===== config.mk =====
export PLATFORM = sky130hd
export DESIGN_NAME = ld_to_affine
export DESIGN_NICKNAME = d
export VERILOG_FILES = /design/src/rtl/ld_to_affine_pkg.sv /design/src/rtl/ld_to_affine_gf2m_mul.sv /design/src/rtl/ld_to_affine.sv
export SDC_FILE = /design/constraint.sdc
export NUM_CORES = 1
export LEC_CHECK = 0
export CORE_AREA = 4 4 55 57
export DETAILED_ROUTE_END_ITERATION = 10
export DIE_AREA = 0 0 59 61
export HOLD_SLACK_MARGIN = 0.12
export PLACE_DENSITY = 0.81
export SYNTH_ARGS = -nofsm -noshare
export SYNTH_HDL_FRONTEND = slang
export SYNTH_HIERARCHICAL = 1
export SYNTH_SLANG_ARGS = --single-unit

===== constraint.sdc =====
create_clock -name clk -period 3.75 [get_ports clk]
set_input_delay 0.5625 -clock clk [delete_from_list [all_inputs] [get_ports clk]]
set_output_delay 0.5625 -clock clk [all_outputs]
set_load 0.02 [all_outputs]

===== src/rtl/ld_to_affine_pkg.sv =====
// rtl/ld_to_affine_pkg.sv - shared field constants and FSM encoding for the LD-to-affine converter
package ld_to_affine_pkg;

  // Field GF(2^N) with reduction polynomial x^3+x+1
  localparam int N = 3;
  localparam logic [N:0] POLY = 4'b1011;

  // Loop counter holds N-2 square-and-multiply iterations
  localparam int CNT_W = (N > 2) ? $clog2(N) : 1;

  typedef enum logic [2:0] {
    ST_IDLE,
    ST_INV_SQ,
    ST_INV_MUL,
    ST_INV_FIN,
    ST_MX,
    ST_SQ,
    ST_MY,
    ST_DONE
  } state_t;

endpackage


===== src/rtl/ld_to_affine_gf2m_mul.sv =====
// rtl/ld_to_affine_gf2m_mul.sv - combinational GF(2^N) multiplier, MSB-first shift-and-add
module gf2m_mul #(
  parameter int         N    = 3,
  parameter logic [N:0] POLY = 4'b1011
) (
  input  logic [N-1:0] a_i,
  input  logic [N-1:0] b_i,
  output logic [N-1:0] p_o
);

  logic [N-1:0] acc;

  // Horner evaluation: multiply accumulator by x (reducing on overflow), then add a where b has a 1
  always_comb begin
    acc = '0;
    for (int i = N - 1; i >= 0; i--) begin
      acc = {acc[N-2:0], 1'b0} ^ (acc[N-1] ? POLY[N-1:0] : '0);
      if (b_i[i]) begin
        acc = acc ^ a_i;
      end
    end
  end

  assign p_o = acc;

endmodule


===== src/rtl/ld_to_affine.sv =====
// rtl/ld_to_affine.sv - converts López-Dahab (X,Y,Z) to affine (X/Z, Y/Z^2) via Fermat inversion
module ld_to_affine
  import ld_to_affine_pkg::*;
(
  input  logic         clk,
  input  logic         rst,
  input  logic         in_valid,
  output logic         in_ready,
  input  logic [N-1:0] in_x,
  input  logic [N-1:0] in_y,
  input  logic [N-1:0] in_z,
  output logic         out_valid,
  input  logic         out_ready,
  output logic [N-1:0] out_x,
  output logic [N-1:0] out_y,
  output logic         out_inf
);

  state_t          state_q;
  logic [N-1:0]    x_q, y_q, z_q, r_q;
  logic            inf_q;
  logic [CNT_W-1:0] cnt_q;
  logic [N-1:0]    out_x_q, out_y_q;
  logic            out_inf_q, out_valid_q;

  logic [N-1:0]    mul_a, mul_b, mul_p;

  // Operand selection depends on state alone: a from {r, X, Y}, b from {r, Z}
  always_comb begin
    mul_a = r_q;
    mul_b = r_q;
    case (state_q)
      ST_INV_MUL: mul_b = z_q;
      ST_MX:      mul_a = x_q;
      ST_MY:      mul_a = y_q;
      default: begin
        mul_a = r_q;
        mul_b = r_q;
      end
    endcase
  end

  gf2m_mul #(.N(N), .POLY(POLY)) u_mul (
    .a_i (mul_a),
    .b_i (mul_b),
    .p_o (mul_p)
  );

  // Conversion sequencer: one multiply per cycle, result held until the consumer takes it
  always_ff @(posedge clk or posedge rst) begin
    if (rst) begin
      state_q     <= ST_IDLE;
      x_q         <= '0;
      y_q         <= '0;
      z_q         <= '0;
      r_q         <= '0;
      inf_q       <= 1'b0;
      cnt_q       <= '0;
      out_x_q     <= '0;
      out_y_q     <= '0;
      out_inf_q   <= 1'b0;
      out_valid_q <= 1'b0;
    end else begin
      case (state_q)
        ST_IDLE: begin
          if (in_valid) begin
            x_q     <= in_x;
            y_q     <= in_y;
            z_q     <= in_z;
            r_q     <= in_z;
            inf_q   <= (in_z == '0);
            cnt_q   <= CNT_W'(N - 2);
            state_q <= (N == 2) ? ST_INV_FIN : ST_INV_SQ;
          end
        end
        ST_INV_SQ: begin
          r_q     <= mul_p;
          state_q <= ST_INV_MUL;
        end
        ST_INV_MUL: begin
          r_q     <= mul_p;
          cnt_q   <= cnt_q - 1'b1;
          state_q <= (cnt_q == CNT_W'(1)) ? ST_INV_FIN : ST_INV_SQ;
        end
        ST_INV_FIN: begin
          // r now holds Z^(2^N-2), the inverse (or 0 for Z==0)
          r_q     <= mul_p;
          state_q <= ST_MX;
        end
        ST_MX: begin
          out_x_q <= mul_p;
          state_q <= ST_SQ;
        end
        ST_SQ: begin
          r_q     <= mul_p;
          state_q <= ST_MY;
        end
        ST_MY: begin
          out_y_q     <= mul_p;
          out_inf_q   <= inf_q;
          out_valid_q <= 1'b1;
          state_q     <= ST_DONE;
        end
        ST_DONE: begin
          if (out_ready) begin
            out_valid_q <= 1'b0;
            state_q     <= ST_IDLE;
          end
        end
        default: state_q <= ST_IDLE;
      endcase
    end
  end

  assign in_ready  = (state_q == ST_IDLE) && !rst;
  assign out_valid = out_valid_q;
  assign out_x     = out_x_q;
  assign out_y     = out_y_q;
  assign out_inf   = out_inf_q;

endmodule


# == Word-level counts from Yosys, hierarchy flattened ==
# Index checks and enable logic that the tools add are counted.
# op_classes
div,0
n_reduce_logical,13
magnitude_cmp,0
n_mul,0
shift,0
bitwise_logic,4
eq_ne,10
add_sub_neg,1
muxes,17
# op_table
operator,count
3-bit case mux with 8 select lines,1
3-bit two-way mux,7
3-bit equality test (second input constant),4
3-bit case mux with 2 select lines,2
3-bit bitwise XOR,4
2-bit AND reduction,5
2-bit two-way mux,4
3-bit by 2-bit equality test with 1-bit output (second input constant),2
3-bit logical NOT,2
2-bit nonzero test,3
2-bit != test (second input constant),2
2-bit case mux with 2 select lines,1
4-bit OR reduction,1
3-bit by 1-bit equality test with 1-bit output (second input constant),1
2-bit by 1-bit equality test with 1-bit output (second input constant),1
1-bit case mux with 2 select lines,1
2-bit by 1-bit subtractor with 2-bit output (second input constant),1
1-bit logical AND,1
1-bit logical NOT,1
1-bit two-way mux,1
# word_totals
word_cells,56
rom_bits,0
out_inout_bits,9
reg_bits,26
latchBits,0
memories,0
input_bits,13
mem_bits_rw,0

# == Longest topological paths before layout ==
# Gate-level depths: netlist (run 1).
# depth
word_depth,12
depth_mapped,9
ltp_nobuf,8

# == By module ==
# Netlist (run 1), hierarchy kept.
# by_module_without_submodules
module,cells_each,seq_area_each_um2,area_per_inst_um2,n_inst
ld_to_affine,118,650.6,1222.4,1
gf2m_mul,27,0.0,168.9,1

# == Least setup slack after synthesis (run 1) ==
# OpenSTA, ideal clock, no wires.
# synth_path
path_type,register to register
start,register state_q[1]
end,"register out_x_q[1], in the netlist out_x[1]"
setup_slack_ns,1.418
path_buffers,2
required_ns,3.625
arrival_ns,2.208
path_stages_with_launch,10
cell_sequence,dfrtp_1 > buf_6 > clkbuf_1 > mux2i_1 > o21ai_0 > nor2b_1 > o21ai_0 > a31oi_1 > o221ai_1 > mux2_2
# synth_via
elab_chain_cells,10
elab_cells_between_ends,14
classes_between,eq/ne: 3; mux: 7; bitwise: 4
# synth_lines
element,line,source
from (decl),ld_to_affine.sv:19,state_t state_q;
from (signal assigned),ld_to_affine.sv:73,state_q <= (N == 2) ? ST_INV_FIN : ST_INV_SQ;
from (signal assigned),ld_to_affine.sv:83,state_q <= (cnt_q == CNT_W'(1)) ? ST_INV_FIN : ST_INV_SQ;
3-bit equality test,ld_to_affine.sv:32,case (state_q)
3-bit case mux with 2 select lines (*),ld_to_affine.sv:32,
named net mul_a[2],ld_to_affine.sv:26,"logic [N-1:0] mul_a, mul_b, mul_p;"
3-bit two-way mux,ld_to_affine_gf2m_mul.sv:18,if (b_i[i]) begin
2-bit two-way mux,ld_to_affine_gf2m_mul.sv:17,"acc = {acc[N-2:0], 1'b0} ^ (acc[N-1] ? POLY[N-1:0] : '0);"
3-bit bitwise XOR,ld_to_affine_gf2m_mul.sv:17,
3-bit bitwise XOR,ld_to_affine_gf2m_mul.sv:19,acc = acc ^ a_i;
3-bit two-way mux (*),ld_to_affine_gf2m_mul.sv:18,
3-bit bitwise XOR (*),ld_to_affine_gf2m_mul.sv:17,
3-bit bitwise XOR,ld_to_affine_gf2m_mul.sv:19,
3-bit two-way mux (*),ld_to_affine_gf2m_mul.sv:18,
named net mul_p[1],ld_to_affine.sv:26,
to (signal assigned),ld_to_affine.sv:91,out_x_q <= mul_p;
to (decl),ld_to_affine.sv:23,"logic [N-1:0] out_x_q, out_y_q;"
# The timed path passes the listed nets; every way through them passes the cells marked *.
# A chain may end at the register's enable or synchronous reset.

# == Worst setup path in the final report (run 1) ==
# layout_path
start,register state_q[1]
end,"register out_y_q[2], in the netlist out_y[2]"
# layout_via
elab_cells_between_ends,13
classes_between,eq/ne: 3; mux: 6; bitwise: 4
# layout_rtl
element,line,source
3-bit by 2-bit equality test with 1-bit output,ld_to_affine.sv:32,
3-bit two-way mux,ld_to_affine.sv:32,
named net mul_b[0],ld_to_affine.sv:26,
3-bit two-way mux,ld_to_affine_gf2m_mul.sv:18,
named net mul_p[2],ld_to_affine.sv:26,
to (signal assigned),ld_to_affine.sv:99,out_y_q <= mul_p;
to (decl),ld_to_affine.sv:23,
# The timed path passes the listed nets, and every way through them passes these cells.

==> Implementation_results.wiki, run 1 <==
{| class="wikitable"
! Metric !! Value
|-
| Die height || 61 um
|-
| Cell variety after synth || 36
|-
| Critical path data arrival time || approximately 3.1 ns
|-
| Deepest clock path buffer count || 2
|-
| Final critical path time including I/O delays and setup || around 2.9 ns
|-
| Number of antenna violations at the first check in global routing || 0
|-
| Clock tree from TritonCTS || done
|-
| Share of async-settable or async-resettable flops after synthesis || between 90% and 100%
|-
| DRC Markers || 0
|-
| Total instance count after detailed placement || between 150 and 200
|-
| Seq/Total Area, Yosys || a little under half
|-
| Diode count || 0
|-
| Sink Count || 26
|-
| Buffer type at the clock tree root || sky130_fd_sc_hd__clkbuf_4
|-
| Number of fill cells || ~200
|-
| Cell area after layout || roughly 0.0016 sq mm
|-
| Highest ir drop seen on vdd || about 0.48 mV
|-
| CP cell instances || or3b_2, mux2_2, nand2b_1, o21ai_1, a22oi_2, xor2_1, mux2_2
|-
| Number of buffers created by CTS || 3
|-
| FF-to-FF path depth || 7
|-
| Largest net degree at the start of global routing || 27
|-
| Unrepaired setup endpoints after global routing || false
|-
| Antenna Violating Nets Remaining || 0
|-
| Area added between synthesis and finish || 17.6%
|-
| Routability-driven placement congestion ratio || between 0.8 and 0.9
|-
| Clock transition at path regs || 0.14 ns
|-
| Origin of the critical flop-to-flop path || state_q[1]
|-
| CP max stage delay || approximately 0.75 ns
|-
| Max Clk Rate || ~350 MHz
|-
| Global route total overflow || 0
|-
| Detailed placement HPWL || around 2300 um
|-
| Instance area after placement || between 0.0015 and 0.002 sq mm
|-
| Pwr/cell area || between 700 and 800 mW/mm^2
|-
| Nets@finish || 180
|-
| Kind of path behind the tightest hold check || register to register
|-
| Startpoint type of the worst setup path || register
|-
| Number of endpoints with negative hold slack in the final report || 0
|-
| Status || completed
|-
| Required time worst endpoint || about 4 ns
|-
| Top flip-flop cell by instance count after synthesis || sky130_fd_sc_hd__dfrtp_1
|-
| Cell type contributing the most total cell area after synthesis || sky130_fd_sc_hd__dfrtp_1
|-
| Fraction of the cycle the final worst path needs || 76.1%
|-
| Worst slew margin relative to its limit || between 30 and 40%
|-
| Overall routed net length || a little over 3000 um
|-
| Tot GR Track Use || 19.6%
|-
| Max-cap violations || 0
|-
| CP max stage cell || sky130_fd_sc_hd__dfrtp_1
|-
| Destination of the worst register-to-register timing path || out_y[2]
|-
| Post-Synthesis Cell Area || ~0.0014 sq mm
|-
| Setup slack of the worst register-to-register path || roughly 0.9 ns
|-
| Number of H-tree levels || 1
|-
| Worst Setup Path Type || register to register
|-
| Top post-synthesis cells by area || sky130_fd_sc_hd__dfrtp_1, sky130_fd_sc_hd__mux2_2, sky130_fd_sc_hd__nand2_1, sky130_fd_sc_hd__o21ai_0, sky130_fd_sc_hd__a32o_1
|-
| Wire length per cell || between 15 and 20 um
|-
| Post-CTS setup repair buffer count || 0
|-
| Leak || between 0.0007 and 0.0008 uW
|-
| Number of cells produced by synthesis || 145
|-
| Terminating pin of the worst hold path || y_q[0]
|-
| Via count of the first global-routing pass || between 1,000 and 1,500
|-
| Number of max-slew violations in the final report || 0
|-
| Post-Route Setup TNS || 0 ns
|-
| Quantity of gates resized following cts || 0
|-
| Worst-Skew Late Latency || 0.32 ns
|-
| Number of cell rows || 18
|-
| Endpoint kind of the worst setup timing path || register
|-
| Number of hold-repair buffers added at the cts stage || 0
|-
| Via Count || 1,116
|-
| Fin cells || 194
|-
| Number of design-rule violations left by the first detailed-router iteration || 55
|-
| Slew at the pin with the worst max-slew slack || a little under 1 ns
|-
| Synthesis Warnings || 6
|-
| Num ports || 22
|-
| Proportion of layout cells with a drive suffix above 1 || around 13%
|-
| Synth top area share || 46.8%
|-
| Area of the placeable core || approximately 0.0025 sq mm
|-
| Vias per cell || 5.75
|-
| Initial core utilization || a little under three fifths
|-
| DIE WIDTH || 59 um
|-
| Critical path's most frequent cell || sky130_fd_sc_hd__mux2_2
|-
| Mean area per synthesized cell || between 9 and 10 sq um
|-
| Number of flops mapped to enable cells by yosys || 0
|-
| Global-route wire length before repair || about 5300 um
|-
| Die area || 0.00360 sq mm
|-
| Cell count of the worst hold path || 2
|-
| Number of nets in the synthesized netlist || 159
|-
| Max Clock Skew || between 0.003 and 0.004 ns
|-
| Hold Crit Start || y_q[0]
|-
| Port buffer count || 21
|-
| Synth Register Bits || 26
|-
| Number of setup violations in the final report || 0
|-
| Number of search-and-repair iterations in the first detailed-routing pass || 4
|-
| Critical path peak fanout || 19
|}
## power by group
group	switching, uW	leakage [uW]	internal (uW)	total, uW
sequential	124	0.000330	396	520
combinational	330	0.000405	292	622
clock	79.9	0.0000138	37.6	118
total	534	0.000748	725	1260
## Yosys cell counts, drive strengths merged, types with 2 or more instances
cell type  count
nor2b          3
a21oi          3
xor2           2
buf            3
mux2          13
nand2         37
mux2i          3
and3           3
nand3          3
a32o           3
dfrtp         26
o21ai         12
nor2           4
nand2b         3
clkbuf         3
inv            7
## worst max-delay path: cells and delay by family (launching register included)
kind | cells | cell delay (ns)
and+or+nand+nor | 2 | 0.76
DFF | 1 | 0.75
muxes | 2 | 0.61
xor gates and xnor gates | 1 | 0.42
AOI/OAI and AO/OA | 2 | 0.25
## cell type report
| type | count | area (sq um) | area share (%) |
|---|---|---|---|
| multi-input combinational | 106 | 682 | 41.7 |
| inverter | 7 | 26.3 | 1.61 |
| tap | 30 | 37.5 | 2.29 |
| clock buffer | 3 | 22.5 | 1.38 |
| timing repair buffer | 22 | 218 | 13.3 |
| sequential | 26 | 651 | 39.8 |
## layer usage
metal  GRT usage, %  routed length (um)
met3           2.98                 123
met4           9.06                  58
met2           34.9                1540
met5              0                   0
met1           23.3                1310
## cells in the final DEF, fill, tap and decap left out, types with 2 or more instances in the layout
cell type,netlist,layout
sky130_fd_sc_hd__nand2b_1,3,3
sky130_fd_sc_hd__o21ai_0,10,10
sky130_fd_sc_hd__xor2_1,2,2
sky130_fd_sc_hd__nand2_1,37,37
sky130_fd_sc_hd__clkdlybuf4s50_1,0,21
sky130_fd_sc_hd__dfrtp_1,26,26
sky130_fd_sc_hd__mux2i_1,3,3
sky130_fd_sc_hd__inv_1,7,7
sky130_fd_sc_hd__o21ai_1,2,2
sky130_fd_sc_hd__mux2_2,13,13
sky130_fd_sc_hd__and3_2,2,2
sky130_fd_sc_hd__clkbuf_4,0,3
sky130_fd_sc_hd__a21oi_1,3,3
sky130_fd_sc_hd__nor2_1,4,4
sky130_fd_sc_hd__nand3_1,3,3
sky130_fd_sc_hd__a32o_1,3,3
sky130_fd_sc_hd__nor2b_1,3,3
## kinds of logic after synthesis
family	Yosys count	share of synthesized area, %
AND/OR/NAND/NOR	58	19.7
AO/OA/AOI/OAI	28	13.9
flip-flops	26	46.8
multiplexers	16	12.7
buffers and inverters	13	4.23
XOR/XNOR	3	1.89
adder cells (fa/ha/maj)	1	0.899
## per-stage QoR
stage / utilization [%] / setup slack (ns) / hold WS, ns / power, uW
floorplan: - / 1.42 / 0.439 / 952
global placement: 65.2 / 1.11 / 0.463 / 1100
detailed placement: 65.2 / 0.956 / 0.462 / 1140
CTS: 66.1 / 0.910 / 0.494 / 1260
global route: 66.1 / 0.767 / 0.513 / 1360
finish: 66.1 / 0.897 / 0.495 / 1260
## how the worst max path moves through the flow
stage | endpoint | slack [ns] | startpoint
2_1_floorplan | out_x[1] | 1.42 | state_q[1]
3_3_place_gp | out_x[2] | 1.11 | state_q[1]
3_5_place_dp | out_y[2] | 0.96 | state_q[1]
4_1_cts | out_y[2] | 0.91 | state_q[1]
5_1_grt | out_y[2] | 0.77 | state_q[1]
6_report | out_y[2] | 0.90 | state_q[1]
## flip-flops by register name, indices dropped and copies added, names as in the netlist
name and count:
x_q 3, state_q 3, y_q 3, out_x 3, out_inf 1, out_y 3, inf_q 1, z_q 3
cnt_q 2, out_valid 1, r_q 3
No activity file was read; power rests on OpenSTA's default activity.
==> inputs of run 2 (changes only) <==
--- a/config.mk
+++ b/config.mk
@@ -5,11 +5,11 @@
 export SDC_FILE = /design/constraint.sdc
 export NUM_CORES = 1
 export LEC_CHECK = 0
-export CORE_AREA = 4 4 55 57
+export CORE_AREA = 4 4 42 81
 export DETAILED_ROUTE_END_ITERATION = 10
-export DIE_AREA = 0 0 59 61
+export DIE_AREA = 0 0 46 85
 export HOLD_SLACK_MARGIN = 0.12
-export PLACE_DENSITY = 0.81
+export PLACE_DENSITY = 0.74
 export SYNTH_ARGS = -nofsm -noshare
 export SYNTH_HDL_FRONTEND = slang
 export SYNTH_HIERARCHICAL = 1
==> constraint.sdc (replaced) <==
create_clock -name clk -period 2.65 [get_ports clk]
set_input_delay 0.3975 -clock clk [delete_from_list [all_inputs] [get_ports clk]]
set_output_delay 0.3975 -clock clk [all_outputs]
set_load 0.02 [all_outputs]
==> run 2 against run 1 <==
Net effect: via count rose by 2.1%; sequential power increased by 31%; register-to-register slack worse by 0.66 ns; sequential share of layout area fell by 1.6 points; critical path type unchanged; highest routed layer unchanged.
==> Implementation_results.wiki, run 2 (synthesis gave the netlist of run 1 again) <==
{| class="wikitable"
! Metric !! Value
|-
| Most common cell after layout, fill and taps aside || sky130_fd_sc_hd__nand2_1
|-
| Startpoint type of the worst setup path || register
|-
| Fraction of the cycle the final worst path needs || 91.2% (+15 points)
|-
| Total chip power || 1880 uW (+49%)
|-
| Number of search-and-repair iterations in the first detailed-routing pass || 4 (unchanged)
|-
| Met3 wire len || 103 um (-16%)
|-
| Kind of cell adding the most delay to the critical path || simple AND/OR/NAND/NOR gates
|-
| DIE WIDTH || 46 um (-22%)
|-
| Slew at the pin with the worst max-slew slack || 0.754 ns (-0.211 ns)
|-
| Sequential cell area || 651 sq um (unchanged)
|-
| Clock transition at path regs || 0.08 ns (-0.06 ns)
|-
| Number of endpoints with negative hold slack in the final report || 0 (unchanged)
|-
| Port buffer count || 21 (unchanged)
|-
| Highest ir drop seen on vdd || 0.552 mV (+14%)
|-
| Number of buffer and inverter instances along the worst setup path || 0 (unchanged)
|-
| Detailed placement HPWL || 2400 um (+6.3%)
|-
| Area of the multi-input gates || 682 sq um (unchanged)
|-
| Leak || 0.000789 uW (+5.4%)
|-
| Unrepaired setup endpoints after global routing || false
|-
| Most frequent cells in the layout || sky130_fd_sc_hd__nand2_1, sky130_fd_sc_hd__dfrtp_1, sky130_fd_sc_hd__clkdlybuf4s50_1
|-
| Max Clk Rate || 414 MHz (+18%)
|-
| Die height || 85 um (+39%)
|-
| Number of buffers created by CTS || 3 (unchanged)
|-
| Worst Setup Path Type || register to register
|-
| Wire length per cell || 15.6 um (-0.29%)
|-
| Number of fill cells || 246 (+21%)
|-
| Via count of the first global-routing pass || 1,117 (-2.4%)
|-
| Number of design-rule violations left by the first detailed-router iteration || 54 (-1.8%)
|-
| Kind of path behind the tightest hold check || input pin to async pin
|-
| Number of cell rows || 27 (+9)
|-
| Endpoint kind of the worst setup timing path || register
|-
| Via Count || 1,139 (+2.1%)
|-
| Number of max-slew violations in the final report || 0 (unchanged)
|-
| Overall routed net length || 3120 um (+2.8%)
|-
| Clock tree from TritonCTS || done
|-
| Required time worst endpoint || 2.81 ns (-1.21 ns)
|-
| Critical path peak fanout || 8 (-11)
|-
| Final critical path time including I/O delays and setup || 2.42 ns (-0.438 ns)
|-
| Worst slew margin relative to its limit || 49.2% (+14 points)
|-
| Proportion of layout cells with a drive suffix above 1 || 17.0% (+3.5 points)
|-
| Status || completed
|-
| Highest routed layer || met4
|-
| Global-route wire length before repair || 5110 um (-3.1%)
|-
| Quantity of gates resized following cts || 0 (unchanged)
|-
| Num ports || 22 (unchanged)
|-
| Vias per cell || 5.70 (-1.0%)
|-
| Tot GR Track Use || 17.7% (-1.9 points)
|-
| Buffer type at the clock tree root || sky130_fd_sc_hd__clkbuf_8
|-
| Die area || 0.00391 sq mm (+8.6%)
|-
| Area of the placeable core || 0.00277 sq mm (+12%)
|-
| Critical path data arrival time || 2.58 ns (-0.54 ns)
|-
| Routability-driven placement congestion ratio || 0.859 (+2.2%)
|-
| Nets@finish || 187 (+3.9%)
|-
| Layout Utilization || 61.6% (-4.5 points)
|-
| Post-CTS setup repair buffer count || 0 (unchanged)
|-
| Max Clock Skew || 0.00403 ns (+0.000352 ns)
|-
| Worst-Skew Late Latency || 0.27 ns (-0.05 ns)
|-
| DRC Markers || 0 (unchanged)
|-
| Sum of met2 wire segment lengths after detailed routing || 1660 um (+7.6%)
|-
| Global route total overflow || 0 (unchanged)
|-
| Largest net degree at the start of global routing || 26 (-3.7%)
|-
| Number of antenna violations at the first check in global routing || 0 (unchanged)
|-
| Number of H-tree levels || 1 (unchanged)
|-
| Metal1 wirelength || 1250 um (-4.4%)
|-
| Antenna Violating Nets Remaining || 0 (unchanged)
|-
| Number of setup violations in the final report || 0 (unchanged)
|-
| Number of hold-repair buffers added at the cts stage || 0 (unchanged)
|-
| Diode count || 0 (unchanged)
|-
| CP max stage cell || sky130_fd_sc_hd__or3b_2
|-
| Pwr/cell area || 1100 mW/mm^2 (+43%)
|-
| Deepest clock path buffer count || 2 (unchanged)
|-
| Fin cells || 200 (+3.1%)
|-
| CP max stage delay || 0.55 ns (-0.20 ns)
|-
| Sink Count || 26 (unchanged)
|-
| CP cell instances || or3b_2, mux2_2, nand2b_1, o21ai_1, a22oi_2, xor2_1, mux2_2
|-
| Max-cap violations || 0 (unchanged)
|-
| Critical path's most frequent cell || sky130_fd_sc_hd__mux2_2
|-
| Area added between synthesis and finish || 22.7%
|-
| Total instance count after detailed placement || 197 (+3.1%)
|-
| Initial core utilization || 50.2% (-5.9 points)
|-
| Post-Route Setup TNS || 0 ns (unchanged)
|}
## run 2: changes by cell type in the layout (fill, tap and decap cells not counted), sizes merged
cell / previous run / this run
buf: 1 / 8
## run 2: per-layer routing
metal	GRT usage, %	vias up
li1	-	560
met1	20.8	544
met2	29.3	25
met3	2.12	10
met4	9.84	0
met5	0	-
## run 2: final cells by class
| class | instances | share of cell area, % |
|---|---|---|
| Clock buffer | 3 | 2.42 |
| Sequential cell | 26 | 38.1 |
| Inverter | 7 | 1.54 |
| Tap cell | 29 | 2.13 |
| Multi-Input combinational cell | 106 | 40.0 |
| Timing Repair Buffer | 29 | 15.8 |
## run 2: where the power goes
part	internal [uW]	switching [uW]
Combinational	454	517
Sequential	563	120
Clock	102	121
## run 2: path summary, 6_finish.rpt
| path | cells after the start | slack, ns | end | from |
|---|---|---|---|---|
| worst min-delay path | 2 | 0.31 | state_q[0] | rst |
| worst min register to register | 2 | 0.48 | x_q[2] | x_q[2] |
| min in group clk | 2 | 0.48 | x_q[2] | x_q[2] |
| worst max-delay path | 7 | 0.23 | out_y[2] | state_q[2] |
| worst max register to register | 7 | 0.23 | out_y[2] | state_q[2] |
| max in group asynchronous | 3 | 1.85 | cnt_q[0] | rst |
## run 2: metrics by stage
step	worst slack (ns)	area, sq um	hold WS, ns
finish	0.234	1710	0.307
global route	0.0303	1710	0.302
CTS	0.224	1710	0.305
detailed placement	0.236	1670	0.462
global placement	0.285	1670	0.458
floorplan	0.318	1390	0.438
==> inputs of run 3 (changes only) <==
--- a/config.mk
+++ b/config.mk
@@ -9,6 +9,7 @@
 export DETAILED_ROUTE_END_ITERATION = 10
 export DIE_AREA = 0 0 46 85
 export HOLD_SLACK_MARGIN = 0.12
+export MAX_ROUTING_LAYER = met4
 export PLACE_DENSITY = 0.74
 export SYNTH_ARGS = -nofsm -noshare
 export SYNTH_HDL_FRONTEND = slang
==> run 3 against run 2 <==
Net effect: clock skew increased by 0.00087 ns; maximum frequency about the same; register-to-register slack barely moved; first-iteration DRC count is 69% lower; cell area is 2.2% higher; total power increased by 5.7%; largest power group unchanged; highest routed layer unchanged.
==> Implementation_results.wiki, run 3 (synthesis gave the netlist of run 1 again) <==
{| class="wikitable"
! Metric !! Value
|-
| Status || completed
|-
| Endpoint kind of the worst setup timing path || register
|-
| Number of endpoints with negative hold slack in the final report || 0 (unchanged)
|-
| Worst hold slack || 0.295 ns (-0.0115 ns)
|-
| Global-route wire length before repair || 5360 um (+5.0%)
|-
| Critical path peak fanout || 8 (unchanged)
|-
| Worst slew margin relative to its limit || 69.2% (+20 points)
|-
| Min setup slack post-route || 0.233 ns (-0.00175 ns)
|-
| Cell area after layout || 0.00174 sq mm (+2.2%)
|-
| Required time worst endpoint || 2.81 ns (about the same)
|-
| Worst Setup Path Type || register to register
|-
| Wire length per cell || 15.1 um (-3.1%)
|-
| Tot GR Track Use || 18.7% (+1.1 points)
|-
| Most frequent cells in the layout || sky130_fd_sc_hd__nand2_1, sky130_fd_sc_hd__dfrtp_1, sky130_fd_sc_hd__clkdlybuf4s50_1
|-
| Buffer type at the clock tree root || sky130_fd_sc_hd__clkbuf_8
|-
| Number of setup violations in the final report || 0 (unchanged)
|-
| Fraction of the cycle the final worst path needs || 91.2% (about the same)
|-
| Overall routed net length || 3060 um (-2.2%)
|-
| Final critical path time including I/O delays and setup || 2.42 ns (+0.00175 ns)
|-
| Critical path data arrival time || 2.58 ns (about the same)
|-
| Detailed placement HPWL || 2370 um (-1.4%)
|-
| Clock transition at path regs || 0.09 ns (about the same)
|-
| Clock tree from TritonCTS || done
|-
| Highest ir drop seen on vdd || 0.657 mV (+19%)
|-
| Number of cell rows || 27 (unchanged)
|-
| Antenna Violating Nets Remaining || 0 (unchanged)
|-
| Kind of path behind the tightest hold check || input pin to async pin
|-
| Max-cap violations || 0 (unchanged)
|-
| Most common cell after layout, fill and taps aside || sky130_fd_sc_hd__nand2_1
|-
| Number of max-slew violations in the final report || 0 (unchanged)
|-
| Global route total overflow || 0 (unchanged)
|-
| Pwr/cell area || 1140 mW/mm^2 (+3.4%)
|-
| Vias per cell || 5.73 (+0.57%)
|-
| Diode count || 0 (unchanged)
|-
| Worst-Skew Late Latency || 0.27 ns (about the same)
|-
| Area of the placeable core || 0.00277 sq mm (unchanged)
|-
| Die area || 0.00391 sq mm (unchanged)
|-
| Deepest clock path buffer count || 2 (unchanged)
|-
| Slew at the pin with the worst max-slew slack || 0.458 ns (-0.296 ns)
|-
| Port buffer count || 21 (unchanged)
|-
| Post-CTS setup repair buffer count || 0 (unchanged)
|-
| Unrepaired setup endpoints after global routing || false
|-
| Number of search-and-repair iterations in the first detailed-routing pass || 4 (unchanged)
|-
| Area added between synthesis and finish || 25.4%
|-
| Number of H-tree levels || 1 (unchanged)
|-
| Number of antenna violations at the first check in global routing || 0 (unchanged)
|-
| Die height || 85 um (unchanged)
|-
| Max Clock Skew || 0.00490 ns (+0.000869 ns)
|-
| Via count of the first global-routing pass || 1,190 (+6.5%)
|-
| Initial core utilization || 50.2% (unchanged)
|-
| Worst setup slack before clock tree synthesis || 0.264 ns (+0.0279 ns)
|-
| Instance area after placement || 0.00167 sq mm (+0.45%)
|-
| Num ports || 22 (unchanged)
|-
| DIE WIDTH || 46 um (unchanged)
|-
| Max Clk Rate || 414 MHz (about the same)
|-
| Number of design-rule violations left by the first detailed-router iteration || 17 (-69%)
|-
| DRC Markers || 0 (unchanged)
|-
| Number of hold-repair buffers added at the cts stage || 0 (unchanged)
|-
| Routability-driven placement congestion ratio || 0.901 (+4.9%)
|-
| Proportion of layout cells with a drive suffix above 1 || 17.9% (+0.96 points)
|-
| Post-Route Setup TNS || 0 ns (unchanged)
|-
| Number of buffers created by CTS || 3 (unchanged)
|-
| Startpoint type of the worst setup path || register
|-
| Leak || 0.000808 uW (+2.5%)
|-
| Via Count || 1,157 (+1.6%)
|-
| Quantity of gates resized following cts || 0 (unchanged)
|-
| Sink Count || 26 (unchanged)
|-
| Largest net degree at the start of global routing || 26 (unchanged)
|-
| Nets@finish || 188 (+0.53%)
|}
==> run 3: cell count changes in the layout (fill, tap and decap cells not counted) <==
cell,delta
sky130_fd_sc_hd__bufinv_16,+1
sky130_fd_sc_hd__buf_4,+1
==> run 3: where the power goes <==
group / switching (uW) / leakage (uW) / internal (uW) / total, uW
Clock: 123 / 0.0000357 / 202 / 326
Combinational: 530 / 0.000443 / 463 / 993
Sequential: 102 / 0.000330 / 563 / 665
Total: 756 / 0.000808 / 1230 / 1980
==> run 3: path summary, 6_finish.rpt <==
check,depth (start not counted),end,slack (ns),from
setup / recovery,7,out_y[1],0.23,state_q[0]
max in group asynchronous,3,z_q[2],1.87,rst
hold / removal,2,state_q[0],0.30,rst
min in group clk,2,out_valid,0.48,out_valid
hold reg to reg,2,out_valid,0.48,out_valid
setup reg to reg,7,out_y[1],0.23,state_q[0]
==> run 3: final cells by class <==
class	count	area, sq um
clock buffer	3	41.3
clock inverter	1	30.0
fill	234	1030
inverter	7	26.3
multi-input combinational	106	682
sequential	26	651
tap	29	36.3
timing repair buffer	30	278
==> run 3: worst max-delay path: stages, from the launching register on <==
cell and delay, ns:
sky130_fd_sc_hd__dfrtp_1 0.46, sky130_fd_sc_hd__or3b_2 0.54, sky130_fd_sc_hd__mux2_2 0.32, sky130_fd_sc_hd__o21ai_0 0.12, sky130_fd_sc_hd__and3_2 0.24, sky130_fd_sc_hd__o21ai_1 0.17
sky130_fd_sc_hd__o221ai_1 0.17, sky130_fd_sc_hd__mux2_2 0.29
==> run 3: routing by layer <==
| metal | global-route usage, % | part of all wire (%) |
|---|---|---|
| met2 | 32.3 | 56 |
| met3 | 2.12 | 3.9 |
| met1 | 21.3 | 38 |
| met4 | 6.22 | 1.5 |
| met5 | - | 0 |
==> run 3: through the flow <==
step / total power (uW) / instances / utilization [%]
4_1_cts: 2000 / 202 / 63.0
3_5_place_dp: 1670 / 198 / 60.4
5_1_grt: 2140 / 202 / 63.0
6_report: 1980 / 202 / 63.0
2_1_floorplan: 1350 / 145 / -
3_3_place_gp: 1630 / 198 / 60.4
